**src/rtl/nibble_serial_comparator.sv**
```systemverilog
// Serial magnitude comparator: walks two WIDTH-bit operands MSB nibble first through an
// external four-bit comparator and stops at the first unequal nibble.
module nibble_serial_comparator #(
    parameter int WIDTH = 16
) (
    input  logic             clk,
    input  logic             rst,
    input  logic             start,
    input  logic [WIDTH-1:0] a,
    input  logic [WIDTH-1:0] b,
    output logic [3:0]       cmp_a,
    output logic [3:0]       cmp_b,
    input  logic             cmp_eq,
    input  logic             cmp_gt,
    input  logic             cmp_lt,
    output logic             busy,
    output logic             done,
    output logic             a_eq_b,
    output logic             a_gt_b,
    output logic             a_lt_b,
    output logic             err
);

    localparam int N  = WIDTH / 4;
    localparam int IW = (N > 1) ? $clog2(N) : 1;

    typedef enum logic [0:0] {IDLE = 1'b0, RUN = 1'b1} state_t;

    state_t           state_r, state_s;
    logic [WIDTH-1:0] a_r, a_s;
    logic [WIDTH-1:0] b_r, b_s;
    logic [IW-1:0]    idx_r, idx_s;
    logic [3:0]       cmp_a_r, cmp_a_s;
    logic [3:0]       cmp_b_r, cmp_b_s;
    logic             done_r, done_s;
    logic             eq_r, eq_s;
    logic             gt_r, gt_s;
    logic             lt_r, lt_s;
    logic             err_r, err_s;
    logic [2:0]       flags_s;

    function automatic logic [3:0] nib(input logic [WIDTH-1:0] v, input logic [IW-1:0] i);
        logic [WIDTH-1:0] sh;
        sh = v >> {i, 2'b00};
        return sh[3:0];
    endfunction

    assign flags_s = {cmp_gt, cmp_lt, cmp_eq};

    // State and datapath registers; everything visible outside comes straight from here.
    always_ff @(posedge clk) begin
        if (rst) begin
            state_r <= IDLE;
            a_r     <= '0;
            b_r     <= '0;
            idx_r   <= '0;
            cmp_a_r <= 4'h0;
            cmp_b_r <= 4'h0;
            done_r  <= 1'b0;
            eq_r    <= 1'b0;
            gt_r    <= 1'b0;
            lt_r    <= 1'b0;
            err_r   <= 1'b0;
        end else begin
            state_r <= state_s;
            a_r     <= a_s;
            b_r     <= b_s;
            idx_r   <= idx_s;
            cmp_a_r <= cmp_a_s;
            cmp_b_r <= cmp_b_s;
            done_r  <= done_s;
            eq_r    <= eq_s;
            gt_r    <= gt_s;
            lt_r    <= lt_s;
            err_r   <= err_s;
        end
    end

    // Next-state logic; the comparator nibbles are preloaded so they are valid for each RUN cycle.
    always_comb begin
        state_s = state_r;
        a_s     = a_r;
        b_s     = b_r;
        idx_s   = idx_r;
        cmp_a_s = cmp_a_r;
        cmp_b_s = cmp_b_r;
        done_s  = 1'b0;
        eq_s    = eq_r;
        gt_s    = gt_r;
        lt_s    = lt_r;
        err_s   = err_r;
        case (state_r)
            IDLE: begin
                if (start) begin
                    a_s     = a;
                    b_s     = b;
                    idx_s   = IW'(N - 1);
                    cmp_a_s = nib(a, IW'(N - 1));
                    cmp_b_s = nib(b, IW'(N - 1));
                    eq_s    = 1'b0;
                    gt_s    = 1'b0;
                    lt_s    = 1'b0;
                    err_s   = 1'b0;
                    state_s = RUN;
                end else begin
                    cmp_a_s = 4'h0;
                    cmp_b_s = 4'h0;
                end
            end
            RUN: begin
                // Any exit from RUN returns the comparator inputs to zero.
                cmp_a_s = 4'h0;
                cmp_b_s = 4'h0;
                case (flags_s)
                    3'b100: begin
                        gt_s    = 1'b1;
                        done_s  = 1'b1;
                        state_s = IDLE;
                    end
                    3'b010: begin
                        lt_s    = 1'b1;
                        done_s  = 1'b1;
                        state_s = IDLE;
                    end
                    3'b001: begin
                        if (idx_r == IW'(0)) begin
                            eq_s    = 1'b1;
                            done_s  = 1'b1;
                            state_s = IDLE;
                        end else begin
                            idx_s   = idx_r - IW'(1);
                            cmp_a_s = nib(a_r, idx_s);
                            cmp_b_s = nib(b_r, idx_s);
                        end
                    end
                    default: begin
                        err_s   = 1'b1;
                        done_s  = 1'b1;
                        state_s = IDLE;
                    end
                endcase
            end
            default: begin
                state_s = IDLE;
                cmp_a_s = 4'h0;
                cmp_b_s = 4'h0;
            end
        endcase
    end

    assign busy   = (state_r == RUN);
    assign cmp_a  = cmp_a_r;
    assign cmp_b  = cmp_b_r;
    assign done   = done_r;
    assign a_eq_b = eq_r;
    assign a_gt_b = gt_r;
    assign a_lt_b = lt_r;
    assign err    = err_r;

endmodule
```
**config.mk**
```make
export PLATFORM = sky130hd
export DESIGN_NAME = nibble_serial_comparator
export DESIGN_NICKNAME = d
export VERILOG_FILES = /design/src/rtl/nibble_serial_comparator.sv
export SDC_FILE = /design/constraint.sdc
export NUM_CORES = 1
export LEC_CHECK = 0
export CORE_UTILIZATION = 40
export CTS_BUF_LIST = sky130_fd_sc_hd__clkbuf_2 sky130_fd_sc_hd__clkbuf_4 sky130_fd_sc_hd__clkbuf_8
export DETAILED_ROUTE_END_ITERATION = 6
export GPL_TIMING_DRIVEN = 0
export PLACE_DENSITY_LB_ADDON = 0.05
export SYNTH_ARGS = -nofsm -noshare
export SYNTH_HDL_FRONTEND = slang
export SYNTH_SLANG_ARGS = --single-unit
```
**constraint.sdc**
```tcl
create_clock -name clk -period 2.5 [get_ports clk]
set_input_delay 0.25 -clock clk [delete_from_list [all_inputs] [get_ports clk]]
set_output_delay 0.25 -clock clk [all_outputs]
set_load 0.01 [all_outputs]
```
==> flow_summary.json, run 1 <==
{
  "cp_max_fo": 10,
  "grt_use_met3_pct": 3.752,
  "peakVddDrop_mv": 0.3667,
  "crit_path_start_kind": "register",
  "numCtsBuffers": 5,
  "holdCritPathClass": "register to register",
  "drc_errors": 0,
  "synth_area_leaders": "dfxtp_1 51%, mux4_2 9.6%, nand2_1 9.6%, a22o_1 8.0%, a21oi_1 7.0%",
  "fin_area_um2": 2539,
  "vias_per_cell": 5.070,
  "num_antenna_cells": 0,
  "grt_use_met1_pct": 22.68,
  "worstSkewPairLatency_ns": 0.30,
  "p_leak_uw": 0.0009598,
  "wl_um": 3962,
  "die_w_um": 70.39,
  "syn_nets": 228,
  "drv_slew": 0,
  "post_cts_resized": 0,
  "avgRoutedWirePerCell_um": 13.25,
  "hold_viol_final": 0,
  "num_rows": 24,
  "tightest_slew_ns": 0.4782,
  "fin_crit_ns": 2.115,
  "slowest_delay_ns": 0.53,
  "gp_congestion": 0.7801,
  "grt_usage_pct": 17.43,
  "die_y_um": 70.39,
  "clock_skew_ns": 0.005192,
  "dieArea_um2": 4954,
  "crit_type": "register to register",
  "firstDrtPassIters": 4,
  "cp_cell_sequence": "buf_2, inv_1, ha_1, buf_2, mux4_2, a22o_1",
  "reg2reg_from": "idx_r[0]",
  "grt-ovfl-total": 0,
  "cts_hold_buf": 0,
  "placed_area_um2": 2446,
  "ys_ff_latch": 48,
  "crit_required_ns": 2.69,
  "clockBufferDepth": 2,
  "maxCapViolations": 0,
  "synthArstFlopShare_pct": 0,
  "drt_iter0_drc": 54,
  "synth_cell_types": 26,
  "grt_pass1_vias": 1470,
  "start_util_pct": 42.38,
  "path_clk_slew_ns": 0.09,
  "startpoint": "idx_r[0]",
  "hp-start": "a_r[1]",
  "final_util_pct": 57.51,
  "io_pins": 52,
  "end_kind": "register",
  "netlist_area_um2": 1871,
  "yosysTopAreaCell": "dfxtp_1",
  "clkSinkCount": 48,
  "portBuffers": 51,
  "setup_violations": 0,
  "antenna_found_initial": 0,
  "cts_root_buf": "clkbuf_8",
  "postCtsSetupRepairBufs": 0,
  "grt_pass1_wl_um": 6672,
  "cts.htree.levels": 2,
  "synth_edf_count": 0,
  "cts_tree": "done",
  "synth_seq_area_share_pct": 51.37,
  "slew_headroom_pct": 68.12,
  "period_share_pct": 84.59,
  "status": "finished clean",
  "vias": 1516,
  "syn_area_per_cell_um2": 9.950,
  "cpMostUsedCell": "buf_2",
  "grt_util_met2_pct": 27.83,
  "synth_ff_type": "dfxtp_1",
  "fp.coreArea_um2": 4414,
  "synth_cells": 188,
  "synth_top_area_share_pct": 51.37,
  "layout-drive-gt1-share_pct": 11.74,
  "syn2layout_area_growth_pct": 35.72,
  "grt_setup_unrepaired": "false",
  "final.setup.tns_ns": 0,
  "slowest_stage": "mux4_2",
  "busiest_layer": "met2",
  "synth.cells.most_frequent": "48 x dfxtp_1, 48 x nand2_1, 26 x a21oi_1",
  "ant_nets": 0,
  "hpwl_um": 2868,
  "arrival_ns": 2.31,
  "max_freq_ghz": 0.4728,
  "ys_warn_count": 0,
  "grt_max_degree": 15,
  "nets": 286,
  "power_density_nw_per_um2": 607.4
}
[flip-flops by register name, indices dropped and copies added (netlist names)]
name,count
b_r,16
err,1
a_gt_b,1
idx_r,2
done,1
a_eq_b,1
busy,1
a_lt_b,1
cmp_a,4
cmp_b,4
a_r,16
[report_power, final]
part	internal, µW	switching [µW]
clock network	221	253
registers	806	19.1
logic	137	106
total	1160	378
[per-stage QoR]
step,worst slack (ns),power [µW],std cells,hold WS (ns)
6_report,0.3851,1542,299,0.4566
2_1_floorplan,0.6037,974.2,188,0.3827
4_1_cts,0.3665,1556,299,0.4575
3_5_place_dp,0.3879,1088,291,0.4451
3_3_place_gp,0.3935,1085,291,0.4417
5_1_grt,0.2805,1609,299,0.4753
[routing by layer]
metal  wire length, µm  up-vias
li1                  -      773
met1              1899      700
met2              1856       36
met3               146        7
met4                59        0
met5                 0        -
[layout make-up]
class / instances / area, µm²
Fill cell: 428 / 1876
Sequential cell: 48 / 960.9
Multi-Input combinational cell: 125 / 844.6
Timing Repair Buffer: 51 / 510.5
Clock buffer: 6 / 82.58
Tap cell: 52 / 65.06
Buffer: 13 / 57.56
Clock inverter: 2 / 10.01
Inverter: 2 / 7.507
[path summary, 6_finish.rpt]
kind              end  slack [ns]  cells past startpoint
max          cmp_a[3]        0.39                      6
min            a_r[1]        0.46                      2
max reg2reg  cmp_a[3]        0.39                      6
min reg2reg    a_r[1]        0.46                      2
[critical path: cells and delay by family (launching register included)]
family          cells  cell delay, ns
buf+inv             3            0.66
mux                 1            0.53
flops               1            0.31
fa+ha+maj           1            0.29
compound gates      1            0.22
[layout by cell type (no fill, tap or decap), drive strengths merged]
master / count
clkdlybuf4s50: 51
nand2: 48
dfxtp: 48
a21oi: 26
a22o: 17
clkbuf: 11
mux4: 8
buf: 8
nor2: 6
inv: 2
nor2b: 2
nand2b: 2
and4bb: 2
o21a: 2
ha: 2
clkinv: 2
nor3b: 2
a31o: 1
or3b: 1
nor3: 1
a211oi: 1
a311oi: 1
xnor2: 1
o21ai: 1
o2bb2ai: 1
[cells by family after synthesis]
| family | share of synthesized area, % |
|---|---|
| adders and majority gates | 1.338 |
| buffers and inverters | 3.478 |
| and+or+nand+nor | 15.92 |
| AOI/OAI and AO/OA | 17.79 |
| xor gates and xnor gates | 0.4683 |
| muxes | 9.632 |
| DFF | 51.37 |
(Power assumes the default switching activity.)
==> run 2: changes to the inputs <==
Clock period 2.5 ns to 2 ns, I/O delays scaled along.
==> run 2 against run 1 <==
  * Non-clock buffer count is the same
  * Worst hold slack lost 0.016 ns
  * Register-to-register slack lost 0.27 ns
  * Sequential share of layout area shrank 0.13 points
  * Total power grew 25%
==> flow_summary.json, run 2 (synthesis results as in run 1) <==
{
  "cts_root_buf": "clkbuf_8",
  "fp.coreArea_um2": 4414,
  "cp_num_buf_inv": 3,
  "drt_iter0_drc": 54,
  "holdPathStages": 3,
  "cts_tree": "done",
  "clock_skew_ns": 0.003505,
  "clkSinkCount": 48,
  "power_frac_seq_pct": 53.4,
  "peakVddDrop_mv": 0.4592,
  "maxCapViolations": 0,
  "postCtsSetupRepairBufs": 0,
  "numCtsBuffers": 5,
  "holdPathEnd": "a_r[4]",
  "slowest_delay_ns": 0.50,
  "layout_commonest_cell": "clkdlybuf4s50_1",
  "swShare_pct": 24.38,
  "cts.htree.levels": 2,
  "gp_congestion": 0.7801,
  "ff2ff_path_depth": 6,
  "p_leak_uw": 0.0009621,
  "power_density_nw_per_um2": 758.2,
  "ant_nets": 0,
  "avgRoutedWirePerCell_um": 13.27,
  "worstSkewPairLatency_ns": 0.30,
  "cp_max_fo": 10,
  "slew_headroom_pct": 68.03,
  "drc_errors": 0,
  "syn2layout_area_growth_pct": 36.19,
  "hpwl_um": 2868,
  "p_switching_uw": 470.8,
  "fin_area_um2": 2547,
  "max_freq_ghz": 0.5311,
  "r2r_slack_ns": 0.12,
  "slowest_stage": "mux4_2",
  "holdCritPathClass": "primary input to register",
  "io_pins": 52,
  "end_kind": "register",
  "reg2reg_from": "idx_r[0]",
  "clockBufferDepth": 2,
  "num_antenna_cells": 0,
  "hold_ws_ns": 0.4403,
  "tightest_slew_ns": 0.4795,
  "hold_viol_final": 0,
  "wl_um": 3968,
  "grt-ovfl-total": 0,
  "vias": 1520,
  "firstDrtPassIters": 4,
  "grt_pass1_wl_um": 6686,
  "dieArea_um2": 4954,
  "vias_per_cell": 5.084,
  "die_y_um": 70.39,
  "final_util_pct": 57.71,
  "num_rows": 24,
  "portBuffers": 51,
  "hp-start": "a[4]",
  "layout-drive-gt1-share_pct": 11.74,
  "crit_path_start_kind": "register",
  "final_cell_mix": "51 x clkdlybuf4s50_1, 48 x nand2_1, 48 x dfxtp_1",
  "crit_type": "register to register",
  "rr_endpoint": "cmp_a[3]",
  "p_clk_share_pct": 30.6,
  "cp_cell_sequence": "buf_4, inv_1, ha_1, buf_6, mux4_2, a22o_1",
  "period_share_pct": 94.14,
  "path_clk_slew_ns": 0.08,
  "p_int_uw": 1461,
  "fin_crit_ns": 1.883,
  "die_w_um": 70.39,
  "critical_path.top_delay_family": "multiplexers",
  "power_frac_comb_pct": 16.0,
  "grt_setup_unrepaired": "false",
  "placed_area_um2": 2446,
  "grt_usage_pct": 17.46,
  "grt_max_degree": 15,
  "antenna_found_initial": 0,
  "start_util_pct": 42.38,
  "grt_pass1_vias": 1473,
  "status": "finished clean",
  "crit_required_ns": 2.19,
  "setup_violations": 0,
  "arrival_ns": 2.08,
  "drv_slew": 0,
  "nets": 286,
  "reg_top3": "a_r x16, b_r x16"
}
run 2: cell counts in the layout (fill, tap and decap cells not counted):
No cell type changed its count.
run 2: timing repair:
item | CTS | global route
cloned | 0 | 0
hold buffers | 0 | 0
resized for setup | 2 | 1
endpoints found under the setup margin | 5 | 2
run 2: layout make-up:
cell class,count,area [µm²]
fillers,428,1867
flip-flops and latches,48,960.9
multi-input cells,125,844.6
repair buffers,51,510.5
clock buffers,6,82.58
plain buffers,13,66.31
well taps,52,65.06
clock inverters,2,10.01
inverters,2,7.507
run 2: worst max-delay path by stage:
stage               endpoint  cells past startpoint  slack [ns]      from
floorplan           cmp_a[3]                      6        0.10  idx_r[0]
global route        cmp_a[3]                      6        0.03  idx_r[0]
CTS                 cmp_a[3]                      6        0.07  idx_r[0]
global placement    cmp_a[3]                      6       -0.11  idx_r[0]
finish              cmp_a[3]                      6        0.12  idx_r[0]
detailed placement  cmp_a[3]                      6       -0.11  idx_r[0]
run 2: layer usage:
metal / global-route usage [%] / vias to the layer above / wire length [µm]
met2: 27.83 / 41 / 1862
met3: 3.752 / 8 / 164
met5: 0 / - / 0
li1: - / 773 / -
met4: 7.333 / 0 / 74
met1: 22.77 / 698 / 1866
run 2: worst reg2reg max path, stage by stage (launching register included):
cell and delay [ns]:
dfxtp_1 0.31, buf_4 0.19, inv_1 0.10, ha_1 0.30, buf_6 0.16, mux4_2 0.50
a22o_1 0.22
run 2: per-stage QoR:
| stage | power (µW) | instances | setup WS (ns) | setup TNS, ns |
|---|---|---|---|---|
| after CTS | 1949 | 299 | 0.06714 | 0 |
| after global placement | 1356 | 291 | -0.1065 | -0.4439 |
| after floorplan | 1218 | 188 | 0.1037 | 0 |
| after detailed placement | 1360 | 291 | -0.1121 | -0.4594 |
| after global routing | 2017 | 299 | 0.02645 | 0 |
| final | 1932 | 299 | 0.1172 | 0 |
run 2: power groups by stage:
stage	Combinational, µW	Sequential, µW	Clock [µW]
2_1_floorplan	166	1050	0
3_3_place_gp	302	1050	0
3_5_place_dp	306	1050	0
4_1_cts	311	1030	607
5_1_grt	342	1040	637
6_report	310	1030	591
